### config.mk
export PLATFORM = sky130hd
export DESIGN_NAME = branch_resolve
export DESIGN_NICKNAME = d
export VERILOG_FILES = /design/src/rtl/branch_resolve.sv
export SDC_FILE = /design/constraint.sdc
export NUM_CORES = 1
export LEC_CHECK = 0
export ABC_CLOCK_PERIOD_IN_PS = 3050
export CORE_ASPECT_RATIO = 0.9
export CORE_MARGIN = 2
export CORE_UTILIZATION = 35
export CTS_CLUSTER_DIAMETER = 40
export DETAILED_ROUTE_END_ITERATION = 10
export PLACE_DENSITY_LB_ADDON = 0.08
export SLEW_MARGIN = 20
export SYNTH_ARGS = -nofsm -noshare
export SYNTH_HDL_FRONTEND = slang
export SYNTH_SLANG_ARGS = --single-unit
### constraint.sdc
create_clock -name clk -period 3.05 [get_ports clk]
set_input_delay 0.4575 -clock clk [delete_from_list [all_inputs] [get_ports clk]]
set_output_delay 0.4575 -clock clk [all_outputs]
set_load 0.02 [all_outputs]
### src/rtl/branch_resolve.sv
// Execute-stage branch resolution: funct3 decode, mispredict detection,
// a direct-mapped 2-bit saturating-counter predictor, and perf counters.

module bp_ctr (
  input  logic       clk,
  input  logic       rst,
  input  logic       upd,
  input  logic       taken,
  output logic [1:0] st
);
  always_ff @(posedge clk) begin
    if (rst)
      st <= 2'b01;
    else if (upd) begin
      if (taken && st != 2'b11)
        st <= st + 2'd1;
      else if (!taken && st != 2'b00)
        st <= st - 2'd1;
    end
  end
endmodule

module branch_resolve #(
  parameter int ENTRIES = 32,
  parameter int IDX_W   = $clog2(ENTRIES)
) (
  input  logic        clk,
  input  logic        rst,
  input  logic        stall,
  input  logic [31:0] pc_fetch,
  output logic        pred_taken,
  input  logic [31:0] pc_ex,
  input  logic        is_br_ex,
  input  logic [2:0]  funct3,
  input  logic        pred_taken_ex,
  input  logic        brlt,
  input  logic        breq,
  output logic        brun,
  output logic        br_taken,
  output logic        mispredict,
  output logic [31:0] br_count,
  output logic [31:0] mispred_count
);
  logic [ENTRIES-1:0][1:0] tbl;
  logic [ENTRIES-1:0]      upd_vec;
  logic [IDX_W-1:0]        fidx, eidx;
  logic                    legal, taken_raw, upd;
  logic [31:0]             br_count_nxt, mispred_count_nxt;
  logic                    unused_pc;

  assign fidx = pc_fetch[IDX_W+1:2];
  assign eidx = pc_ex[IDX_W+1:2];
  assign unused_pc = ^{pc_fetch[31:IDX_W+2], pc_fetch[1:0],
                       pc_ex[31:IDX_W+2], pc_ex[1:0]};

  // 010/011 are reserved encodings in the branch opcode space
  assign legal = !(funct3[2:1] == 2'b01);
  assign brun  = funct3[1];

  always_comb begin
    taken_raw = 1'b0;
    case (funct3)
      3'b000:          taken_raw = breq;
      3'b001:          taken_raw = !breq;
      3'b100, 3'b110:  taken_raw = brlt;
      3'b101, 3'b111:  taken_raw = !brlt;
      default:         taken_raw = 1'b0;
    endcase
  end

  assign br_taken   = is_br_ex & legal & taken_raw;
  assign mispredict = is_br_ex & legal & (br_taken != pred_taken_ex);
  assign upd        = is_br_ex & legal & !stall;

  // Lookup reads the registered table, so a same-index update is not bypassed
  assign pred_taken = tbl[fidx][1];

  genvar g;
  generate
    for (g = 0; g < ENTRIES; g++) begin : g_ent
      assign upd_vec[g] = upd && (eidx == IDX_W'(g));
      bp_ctr u_ctr (
        .clk   (clk),
        .rst   (rst),
        .upd   (upd_vec[g]),
        .taken (br_taken),
        .st    (tbl[g])
      );
    end
  endgenerate

  // Free-running 32-bit counters; wrap is intentional
  assign br_count_nxt      = br_count + 32'd1;
  assign mispred_count_nxt = mispred_count + 32'd1;

  always_ff @(posedge clk) begin
    if (rst) begin
      br_count      <= 32'd0;
      mispred_count <= 32'd0;
    end else if (upd) begin
      br_count <= br_count_nxt;
      if (mispredict)
        mispred_count <= mispred_count_nxt;
    end
  end
endmodule
==> results by group, run 1 <==
Status
  – Status: complete, no violations

GRT
  – Initial antenna violation count: 0
  – Pin count of the biggest net entering global routing: 149
  – Vias in the first global route: 6168
  – First-pass GRT wire length: between 30 and 40 mm
  – Tot GR Track Use: a little under a fifth
  – Grt ovf: 0

STA
  – Worst setup margin: around 0.050 ns
  – Endpoints failing setup: 0
  – Max Clock Skew: 0.0149 ns
  – Fin Hold WS: just under 0.5 ns
  – Worst slew pin tran: 1.07 ns
  – Fmax: 333 MHz
  – Period minus WS final: 3.00 ns
  – Final Max Slew Viols: 0
  – Normalized max-slew margin: 28.4%
  – Period utilization: a little over nine tenths
  – RSZ-0062 raised after global routing: no
  – Final Hold Vio Count: 0

Setup path
  – R2R setup slack: 0.86 ns
  – Reg-to-Reg Start: mispred_count[4]
  – Worst EP arrival: 2.54 ns
  – Buf/Inv on CP: 3
  – Top delay family on crit path: multiplexers
  – Slowest cell on crit path: clkdlybuf4s50_1
  – WP data required: 2.59 ns
  – R2R depth: 5
  – Crit path kind: in -> out
  – Max FO, Critical Path: 8
  – Critical Path Source Type: input port
  – Crit end category: output port
  – Crit-path cells: clkdlybuf4s50_1, buf_12, mux4_2, mux4_2, mux2_2, buf_2
  – Slowest stage delay, CP: 0.51 ns
  – R2r endpoint: mispred_count[21]
  – Levels on crit path: 6
  – Critical Path Most Common Cell: mux4_2

Cells and area
  – Area grow syn2layout: 23.5%
  – Share of layout cells above drive strength 1: 9.86%
  – Finished Layout Cells: 1270
  – Fill count: 2083
  – Layout Nets: 1047
  – Area of the multi-input gates: 4390 sq um
  – Register area: approximately 2600 sq um
  – N_diodes: 0

Clock tree
  – CTS Sinks: 128
  – Clk buf depth: 2
  – CTS tree: built
  – Worst-path clk slew: 0.06 ns
  – CTS Hold Bufs: 0
  – CTS Root Cell: clkbuf_16
  – Total CTS buffers: 17
  – Clk_lat worst skew: ~0.43 ns
  – H-tree depth: 4

Synthesis
  – Post-Syn Instances: ~910
  – EDFF count, synth: 0
  – Seq/Total Area, Yosys: about a third
  – Yosys cell types: between 60 and 70
  – Primary FF master, synth: dfxtp_1
  – Leading area contributor after synthesis: dfxtp_1
  – Cell Area, Synth: 7380 sq um
  – Ys async rst share: 0%
  – Syn. warnings: 0
  – Flip-flop and latch count after synthesis: 128
  – Ranking of synthesized cells by area: dfxtp_1, o21ai_0, nor2_1
  – Syn Area/Cell: around 8 sq um
  – Synth top area share: a little over a third
  – Syn_nets: 983

Power and ir drop
  – Tot Pwr: 0.00438 W
  – Power per Cell Area: slightly below 500 nW/um^2
  – Static leakage: 3.04 nW
  – VDD IR max: about 0.00025 V

Drt
  – Final WL: 19.5 mm
  – Vias: 6787
  – Via-per-instance ratio: 5.34
  – DR WL/cell: 15.3 um
  – Residual DRC: 0
  – 1st-iter DRT viols: 417
  – Total iterations of the first detailed-routing run: 5
  – Final ANT Viol Nets: 0

Place
  – Placed Instances: 1238
  – Gp weighted congestion: between 0.7 and 0.8
  – Hpwl dp: 13.0 mm
  – Port bufs: 87
  – Dpl ws: -0.336 ns

Min path
  – Hold Crit Start: mispred_count[31]
  – Worst hold path endpoint: mispred_count[31]
  – WHS Path Cells: 2
  – Worst hold path type: reg -> reg

Floorplan
  – DIE AREA: 22300 sq um
  – # IOs: 142
  – Core box area: 20800 sq um
  – Die Width: roughly 160 um
  – Die Height: 142 um
  – Placement row count: 50
  – Effective utilization at floorplan: 35.5%

Job
  – Max cap viols: 0
[stage by stage]
| step | utilization (%) | setup TNS (ns) | area, sq um |
|---|---|---|---|
| finish | 43.9 | 0 | 9110 |
| global route | 43.9 | 0 | 9110 |
| CTS | 43.9 | 0 | 9110 |
| detailed placement | 41.0 | -0.336 | 8520 |
| global placement | 41.0 | -0.321 | 8520 |
| floorplan | - | 0 | 7380 |
[repair_timing]
action                                  CTS  global route
buffers inserted                          0             0
endpoints found under the setup margin    1             0
gates resized for setup                   4             0
[worst max-delay path by stage]
stage,from,end
CTS,pc_fetch[2],pred_taken
global route,funct3[0],mispredict
finish,pc_fetch[2],pred_taken
floorplan,pc_fetch[3],pred_taken
detailed placement,pc_fetch[2],pred_taken
global placement,pc_fetch[2],pred_taken
[cell type report]
cell class | count | share of cell area (%)
inverter | 27 | 1.11
tap | 286 | 3.93
clock buffer | 17 | 4.67
sequential | 128 | 28.1
timing repair buffer | 112 | 12.1
multi-input combinational | 685 | 48.2
clock inverter | 15 | 1.81
[synth_stat cells (2+ instances only)]
library cell,n
a21o_1,3
ha_1,2
nor4_2,2
a31oi_1,7
and4b_1,2
a21oi_1,44
or3b_2,2
or4_1,14
and3_1,20
dfxtp_1,128
nor4b_1,3
nand3b_1,3
nor2b_1,30
nor4_1,35
clkbuf_1,42
o21ai_0,65
or3_1,14
mux4_2,10
and4_1,4
nor3_1,48
nor4_4,4
o31ai_1,13
mux2i_1,3
and2_1,25
nand4_1,28
a221oi_1,25
a211oi_1,6
xnor2_1,11
inv_1,26
nand3_1,21
nand2_1,57
nor2_1,83
mux2_2,6
buf_6,6
buf_2,16
xor2_1,24
nand2b_1,31
nor3_2,2
buf_4,3
nor3b_1,3
o32ai_1,14
[cell families (layout without fill, tap and decap cells)]
| group | after synthesis | in the layout | synth area share, % |
|---|---|---|---|
| multiplexers | 22 | 22 | 5.02 |
| XOR/XNOR | 35 | 35 | 4.16 |
| AND/OR/NAND/NOR | 441 | 441 | 34.2 |
| AO/OA/AOI/OAI | 185 | 185 | 15.8 |
| adder cells (fa/ha/maj) | 2 | 2 | 0.339 |
| buffers and inverters | 94 | 171 | 5.82 |
| flip-flops | 128 | 128 | 34.7 |
[tightest hold or removal path: stages, from the launching register on]
cell,delay [ns]
dfxtp_1,0.32
o31ai_1,0.06
a21oi_1,0.06
[routing by layer]
metal  part of all wire (%)  global-route usage [%]
met5                      0                       0
met4                   0.81                    3.78
met3                    3.6                    4.00
met2                     43                    27.5
met1                     52                    26.2
[power by group]
| group | switching (W) | internal, W | leakage (nW) |
|---|---|---|---|
| Combinational | 0.000257 | 0.000215 | 1.72 |
| Clock | 0.000895 | 0.00116 | 0.284 |
| Sequential | 0.0000901 | 0.00176 | 1.04 |
[sequential cells by signal (all words and copies together) (netlist names)]
name and flops:
g_ent.u_ctr.st 64, mispred_count 32, br_count 32
[cells in the final DEF, fill, tap and decap left out, types with 3 or more instances in the layout]
cell type | Yosys | routed
xor2_1 | 24 | 24
inv_6 | 0 | 6
buf_4 | 3 | 21
dfxtp_1 | 128 | 128
or4_1 | 14 | 14
mux2_2 | 6 | 6
xnor2_1 | 11 | 11
clkdlybuf4s50_1 | 0 | 85
nand3b_1 | 3 | 3
a21oi_1 | 44 | 44
nand2_1 | 57 | 57
nand3_1 | 21 | 21
or3_1 | 14 | 14
nor3b_1 | 3 | 3
nor4_1 | 35 | 35
inv_1 | 26 | 26
a21o_1 | 3 | 3
o32ai_1 | 14 | 14
nor3_1 | 48 | 48
a221oi_1 | 25 | 25
nor4_4 | 4 | 4
nand2b_1 | 31 | 31
nand4_1 | 28 | 28
nor2b_1 | 30 | 29
o21ai_0 | 65 | 65
and4_1 | 4 | 4
nor2_1 | 83 | 83
a31oi_1 | 7 | 7
o31ai_1 | 13 | 13
inv_8 | 0 | 3
and3_1 | 20 | 20
clkbuf_16 | 0 | 17
mux4_2 | 10 | 10
and2_1 | 25 | 25
mux2i_1 | 3 | 3
a211oi_1 | 6 | 6
nor4b_1 | 3 | 3
buf_12 | 0 | 4
No activity file was read; power rests on OpenSTA's default activity.
==> run 2: changes to the inputs <==
--- a/config.mk
+++ b/config.mk
@@ -6,9 +6,10 @@
 export NUM_CORES = 1
 export LEC_CHECK = 0
 export ABC_CLOCK_PERIOD_IN_PS = 3050
+export CAP_MARGIN = 5
 export CORE_ASPECT_RATIO = 0.9
 export CORE_MARGIN = 2
-export CORE_UTILIZATION = 35
+export CORE_UTILIZATION = 30
 export CTS_CLUSTER_DIAMETER = 40
 export DETAILED_ROUTE_END_ITERATION = 10
 export PLACE_DENSITY_LB_ADDON = 0.08
==> run 2 against run 1 <==
Against the previous run:
- register-to-register slack about the same
- design area up 0.84%
- setup slack better by 0.016 ns
- sequential power about the same
==> results by group, run 2 (same netlist as run 1, synthesis figures left out) <==
Power and ir drop
  – Power per Cell Area: 491 nW/um^2 (+2.3%)
  – Combinational share of power: 10.3% (-0.5 points)
  – Reg power frac: 41.0% (-1.2 points)
  – Switching share of power: 27.3% (-1.1 points)
  – Static leakage: 3.07 nW (+0.96%)
  – Psw: 0.00123 W (-0.98%)
  – Tot Pwr: 0.00451 W (+3.1%)
  – Int Pwr: 0.00328 W (+4.7%)
  – VDD IR max: 0.000287 V (+17%)
  – Clock Power Share: 48.8% (+1.8 points)

STA
  – Final Max Slew Viols: 0 (unchanged)
  – Fmax: 335 MHz (+0.52%)
  – Normalized max-slew margin: 34.7% (+6.3 points)
  – Worst slew pin tran: 0.974 ns (-0.0935 ns)
  – Worst setup margin: 0.0656 ns (+0.0156 ns)
  – Period minus WS final: 2.98 ns (-0.0156 ns)
  – Final Hold Vio Count: 0 (unchanged)
  – Endpoints failing setup: 0 (unchanged)
  – RSZ-0062 raised after global routing: no
  – Max Clock Skew: 0.0106 ns (-0.00428 ns)
  – Final TNS setup: 0 ns (unchanged)
  – Period utilization: 97.8% (-0.51 points)
  – Fin Hold WS: 0.493 ns (+0.00590 ns)

Setup path
  – R2R setup slack: 0.87 ns (about the same)
  – WP data required: 2.59 ns (about the same)
  – Max FO, Critical Path: 8 (unchanged)
  – Critical Path Most Common Cell: mux4_2
  – Crit-path cells: clkdlybuf4s50_1, buf_12, mux4_2, mux4_2, mux2_2, buf_2
  – Slowest stage delay, CP: 0.50 ns (about the same)
  – Critical Path Source Type: input port
  – Buf/Inv on CP: 3 (unchanged)
  – Reg-to-Reg Start: mispred_count[4]
  – R2R depth: 5 (unchanged)
  – Worst EP arrival: 2.53 ns (about the same)
  – Slowest cell on crit path: clkdlybuf4s50_1
  – Crit path kind: in -> out
  – Crit path launch: pc_fetch[2]
  – Crit end category: output port
  – Levels on crit path: 6 (unchanged)
  – R2r endpoint: mispred_count[21]
  – Top delay family on crit path: multiplexers

Drt
  – Total iterations of the first detailed-routing run: 4 (-1)
  – Routed met3 length: 677 um (-2.9%)
  – Via-per-instance ratio: 5.28 (-1.3%)
  – Residual DRC: 0 (unchanged)
  – Vias: 6826 (+0.57%)
  – 1st-iter DRT viols: 377 (-9.6%)
  – DR WL/cell: 15.6 um (+2.0%)
  – Final ANT Viol Nets: 0 (unchanged)
  – Highest Signal Layer: met4
  – Final WL: 20.2 mm (+3.9%)
  – Post-Route M1 WL: 10.7 mm (+5.4%)
  – Met2 wire len: 8.68 mm (+2.9%)

Floorplan
  – Placement row count: 54 (+8.0%)
  – DIE AREA: 25900 sq um (+16%)
  – # IOs: 142 (unchanged)
  – Core box area: 24200 sq um (+16%)
  – Die Width: 169 um (+7.8%)
  – Die Height: 153 um (+7.8%)
  – Effective utilization at floorplan: 30.5% (-5.0 points)

Cells and area
  – Most frequent cells in the layout: dfxtp_1, clkdlybuf4s50_1, nor2_1
  – N_diodes: 0 (unchanged)
  – Biggest register: g_ent.u_ctr.st
  – Largest regs: g_ent.u_ctr.st: 64 flops, br_count: 32 flops, mispred_count: 32 flops
  – Area grow syn2layout: 24.5%
  – Layout Nets: 1049 (+0.19%)
  – Share of layout cells above drive strength 1: 10.0% (+0.18 points)
  – Final instance area: 9190 sq um (+0.84%)
  – Number of flip-flops under the largest register name: 64 (unchanged)
  – Commonest non-fill, non-tap cell in the layout: dfxtp_1

Min path
  – Worst hold path endpoint: mispred_count[15]
  – WHS Path Cells: 2 (unchanged)
  – Worst hold path type: reg -> reg
  – Hold Crit Start: mispred_count[15]

Status
  – Status: complete, no violations

Clock tree
  – CTS Root Cell: clkbuf_16
  – CTS tree: built
  – CTS Sinks: 128 (unchanged)
  – Total CTS buffers: 17 (unchanged)
  – Worst-path clk slew: 0.06 ns (about the same)
  – Clk_lat worst skew: 0.42 ns (about the same)
  – Post-CTS Setup Repair Bufs: 0 (unchanged)
  – Clk buf depth: 2 (unchanged)
  – H-tree depth: 4 (unchanged)

Place
  – Hpwl dp: 13.5 mm (+4.1%)
  – Dpl ws: -0.325 ns (+0.0117 ns)
  – Placed cell area: 8570 sq um (+0.50%)
  – Port bufs: 87 (unchanged)
  – Gp weighted congestion: 0.754 (-3.6%)

GRT
  – Pin count of the biggest net entering global routing: 85 (-43%)
  – Tot GR Track Use: 15.8% (-2.2 points)
  – First-pass GRT wire length: 33.0 mm (+2.0%)
  – Vias in the first global route: 6162 (-0.097%)
  – Grt ovf: 0 (unchanged)
  – Initial antenna violation count: 0 (unchanged)

Job
  – Max cap viols: 0 (unchanged)
==> run 2: worst max-delay path by stage <==
| stage | end |
|---|---|
| 3_3_place_gp | pred_taken |
| 5_1_grt | pred_taken |
| 3_5_place_dp | pred_taken |
| 4_1_cts | pred_taken |
| 2_1_floorplan | pred_taken |
| 6_report | pred_taken |
==> run 2: layer usage <==
layer  global-route usage, %  up-vias
met5                       0        -
met4                    3.79        0
met3                    3.45       11
met2                    24.1      107
met1                    22.7     3215
li1                        -     3493
==> run 2: cell type report <==
| cell class | instances | area [sq um] |
|---|---|---|
| timing repair buffer | 114 | 1120 |
| multi-input combinational | 685 | 4390 |
| clock buffer | 17 | 425 |
| clock inverter | 15 | 199 |
| inverter | 27 | 101 |
| sequential | 128 | 2560 |
| tap | 308 | 385 |
| fill | 2475 | 15000 |
==> run 2: power groups by stage <==
stage               combinational [W]  clock, W  sequential [W]
floorplan                    0.000346         0         0.00186
global placement             0.000467         0         0.00189
detailed placement           0.000467         0         0.00188
CTS                          0.000467   0.00227         0.00185
global route                 0.000516   0.00233         0.00186
finish                       0.000463   0.00220         0.00185
==> run 2: through the flow <==
stage	cells	utilization [%]
2_1_floorplan	907	-
3_3_place_gp	1262	35.4
3_5_place_dp	1262	35.4
4_1_cts	1294	38.0
5_1_grt	1294	38.0
6_report	1294	38.0
==> run 2: what timing repair did <==
item / CTS / global route
resized for setup: 4 / 0
endpoints found under the setup margin: 1 / 0
hold buffers: 0 / 0
==> run 2: tightest hold or removal path, cell delays in order (launching register included) <==
cell and delay (ns):
dfxtp_1 0.32, o31ai_1 0.07, a21oi_1 0.06
==> run 3: changes to the inputs <==
--- a/config.mk
+++ b/config.mk
@@ -5,7 +5,7 @@
 export SDC_FILE = /design/constraint.sdc
 export NUM_CORES = 1
 export LEC_CHECK = 0
-export ABC_CLOCK_PERIOD_IN_PS = 3050
+export ABC_CLOCK_PERIOD_IN_PS = 2760
 export CAP_MARGIN = 5
 export CORE_ASPECT_RATIO = 0.9
 export CORE_MARGIN = 2
==> constraint.sdc (replaced) <==
create_clock -name clk -period 2.76 [get_ports clk]
set_input_delay 0.414 -clock clk [delete_from_list [all_inputs] [get_ports clk]]
set_output_delay 0.414 -clock clk [all_outputs]
set_load 0.02 [all_outputs]
==> run 3 against run 2 <==
Against the previous run:
- sequential share of layout area is 0.41 points lower
- global-route usage about the same
- cell count is 1.6% higher
- power rose by 8.1%
- hold slack worse by 0.11 ns
- clock power rose by 5%
- first-iteration DRC count is 5.8% lower
- non-clock buffer count increased by 22
- register-to-register slack lost 0.26 ns
==> results by group, run 3 (same netlist as run 1, synthesis figures left out) <==
Job
  – Max cap viols: 0 (unchanged)

Power and ir drop
  – Tot Pwr: 0.00488 W (+8.1%)
  – Combinational share of power: 10.6% (+0.3 points)
  – Psw: 0.00130 W (+5.5%)
  – Power per Cell Area: 523 nW/um^2 (+6.5%)
  – VDD IR max: 0.000303 V (+5.4%)
  – Int Pwr: 0.00358 W (+9.1%)
  – Switching share of power: 26.6% (-0.67 points)
  – Static leakage: 3.20 nW (+4.1%)
  – Reg power frac: 41.8% (+0.8 points)
  – Clock Power Share: 47.6% (-1.2 points)

GRT
  – First-pass GRT wire length: 33.2 mm (+0.73%)
  – Vias in the first global route: 6256 (+1.5%)
  – Initial antenna violation count: 0 (unchanged)
  – Tot GR Track Use: 15.8% (-0.048 points)
  – Grt ovf: 0 (unchanged)
  – Pin count of the biggest net entering global routing: 71 (-16%)

Place
  – Hpwl dp: 13.8 mm (+2.0%)
  – Dpl ws: -0.531 ns (-0.207 ns)
  – Port bufs: 87 (unchanged)
  – Placed Instances: 1284 (+1.7%)
  – Placed cell area: 8730 sq um (+1.9%)
  – Gp weighted congestion: 0.779 (+3.3%)

Setup path
  – Max FO, Critical Path: 4 (-4)
  – Crit path kind: reg -> out
  – Crit-path cells: mux4_2, mux4_2, mux2_2, buf_2
  – Top delay family on crit path: multiplexers
  – WP data required: 2.35 ns (-0.24 ns)
  – Worst EP arrival: 2.22 ns (-0.31 ns)
  – Buf/Inv on CP: 1 (-2)
  – Slowest stage delay, CP: 0.50 ns (about the same)
  – Crit end category: output port
  – Critical Path Most Common Cell: mux4_2
  – Critical Path Source Type: flip-flop
  – Slowest cell on crit path: mux4_2

Drt
  – DR WL/cell: 15.4 um (-1.2%)
  – Via-per-instance ratio: 5.20 (-1.4%)
  – Total iterations of the first detailed-routing run: 5 (+1)
  – Highest Signal Layer: met4
  – Routed met3 length: 827 um (+22%)
  – Vias: 6842 (+0.23%)
  – Post-Route M1 WL: 10.7 mm (about the same)
  – Final WL: 20.3 mm (+0.41%)
  – Met2 wire len: 8.59 mm (-1.0%)
  – Residual DRC: 0 (unchanged)
  – Final ANT Viol Nets: 0 (unchanged)
  – 1st-iter DRT viols: 355 (-5.8%)

Clock tree
  – CTS Sinks: 128 (unchanged)
  – CTS Root Cell: clkbuf_16
  – CTS Hold Bufs: 0 (unchanged)
  – Post-CTS Setup Repair Bufs: 0 (unchanged)
  – Worst-path clk slew: 0.06 ns (about the same)
  – Clk buf depth: 2 (unchanged)
  – CTS tree: built
  – Total CTS buffers: 17 (unchanged)
  – H-tree depth: 4 (unchanged)
  – Clk_lat worst skew: 0.43 ns (about the same)

Floorplan
  – # IOs: 142 (unchanged)
  – Die Height: 153 um (unchanged)
  – Effective utilization at floorplan: 30.5% (unchanged)
  – Placement row count: 54 (unchanged)
  – Core box area: 24200 sq um (unchanged)
  – Die Width: 169 um (unchanged)
  – DIE AREA: 25900 sq um (unchanged)

STA
  – Final Hold Vio Count: 0 (unchanged)
  – Period minus WS final: 2.63 ns
  – Period utilization: 95.4%
  – Endpoints failing setup: 0 (unchanged)
  – Worst setup margin: 0.128 ns (+0.0623 ns)
  – Worst slew pin tran: 0.587 ns (-0.387 ns)
  – Max Clock Skew: 0.0147 ns (+0.00413 ns)
  – Final Max Slew Viols: 0 (unchanged)
  – Normalized max-slew margin: 60.0% (+25 points)
  – RSZ-0062 raised after global routing: no
  – Fmax: 380 MHz

Cells and area
  – Biggest register: g_ent.u_ctr.st
  – Core Util, Final: 38.5% (+0.57 points)
  – Largest regs: g_ent.u_ctr.st: 64 flops, br_count: 32 flops, mispred_count: 32 flops
  – Number of flip-flops under the largest register name: 64 (unchanged)
  – N_diodes: 0 (unchanged)
  – Share of layout cells above drive strength 1: 11.9% (+1.9 points)
  – Area grow syn2layout: 26.4%
  – Layout Nets: 1071 (+2.1%)
  – Final instance area: 9320 sq um (+1.5%)
  – Finished Layout Cells: 1315 (+1.6%)
  – Most frequent cells in the layout: dfxtp_1, nor2_1, clkdlybuf4s50_1
  – Commonest non-fill, non-tap cell in the layout: dfxtp_1

Status
  – Status: complete, no violations

Min path
  – Worst hold path type: in -> reg
[run 3: cell types whose count changed in the layout (fill, tap and decap cells not counted)]
cell | before | now
bufinv_16 | 3 | 2
dlymetal6s2s_1 | 0 | 1
clkbuf_8 | 0 | 3
buf_4 | 23 | 45
clkinv_2 | 0 | 2
inv_8 | 2 | 0
dlygate4sd2_1 | 0 | 2
inv_6 | 5 | 2
clkdlybuf4s50_1 | 85 | 82
[run 3: routing by layer]
| layer | GRT usage [%] | vias up |
|---|---|---|
| li1 | - | 3526 |
| met1 | 23.3 | 3167 |
| met2 | 23.4 | 134 |
| met3 | 3.45 | 15 |
| met4 | 3.46 | 0 |
| met5 | 0 | - |
[run 3: final cells by class]
class / count / area (sq um)
Clock buffer: 20 / 467
Clock inverter: 11 / 130
Fill cell: 2477 / 14900
Inverter: 27 / 101
Multi-Input combinational cell: 685 / 4390
Sequential cell: 128 / 2560
Tap cell: 308 / 385
Timing Repair Buffer: 136 / 1280
[run 3: stage by stage]
step                      TNS (ns)  hold WS, ns
final                            0        0.382
after global routing             0        0.368
after detailed placement    -0.531        0.486
after floorplan                  0        0.446
after global placement      -0.521        0.489
after CTS                        0        0.351
[run 3: path summary, 6_finish.rpt]
kind                                             from                 to  slack (ns)  depth (start not counted)
worst max register to register       mispred_count[0]  mispred_count[20]        0.61                          7
worst min-delay path                              rst   mispred_count[3]        0.38                          2
worst max-delay path            g_ent[19].u_ctr.st[1]         pred_taken        0.13                          4
worst min register to register      mispred_count[27]  mispred_count[27]        0.50                          2
[run 3: repair_timing]
action | in CTS | in global routing
endpoints found under the hold margin | 0 | 0
gates resized for setup | 6 | 1
setup endpoints to repair | 1 | 1
[run 3: power by group through the flow]
stage          combinational, W  clock [W]  sequential (W)
6_report               0.000518    0.00232         0.00204
4_1_cts                0.000522    0.00238         0.00204
3_5_place_dp           0.000524          0         0.00208
2_1_floorplan          0.000382          0         0.00205
3_3_place_gp           0.000520          0         0.00208
5_1_grt                0.000574    0.00245         0.00206
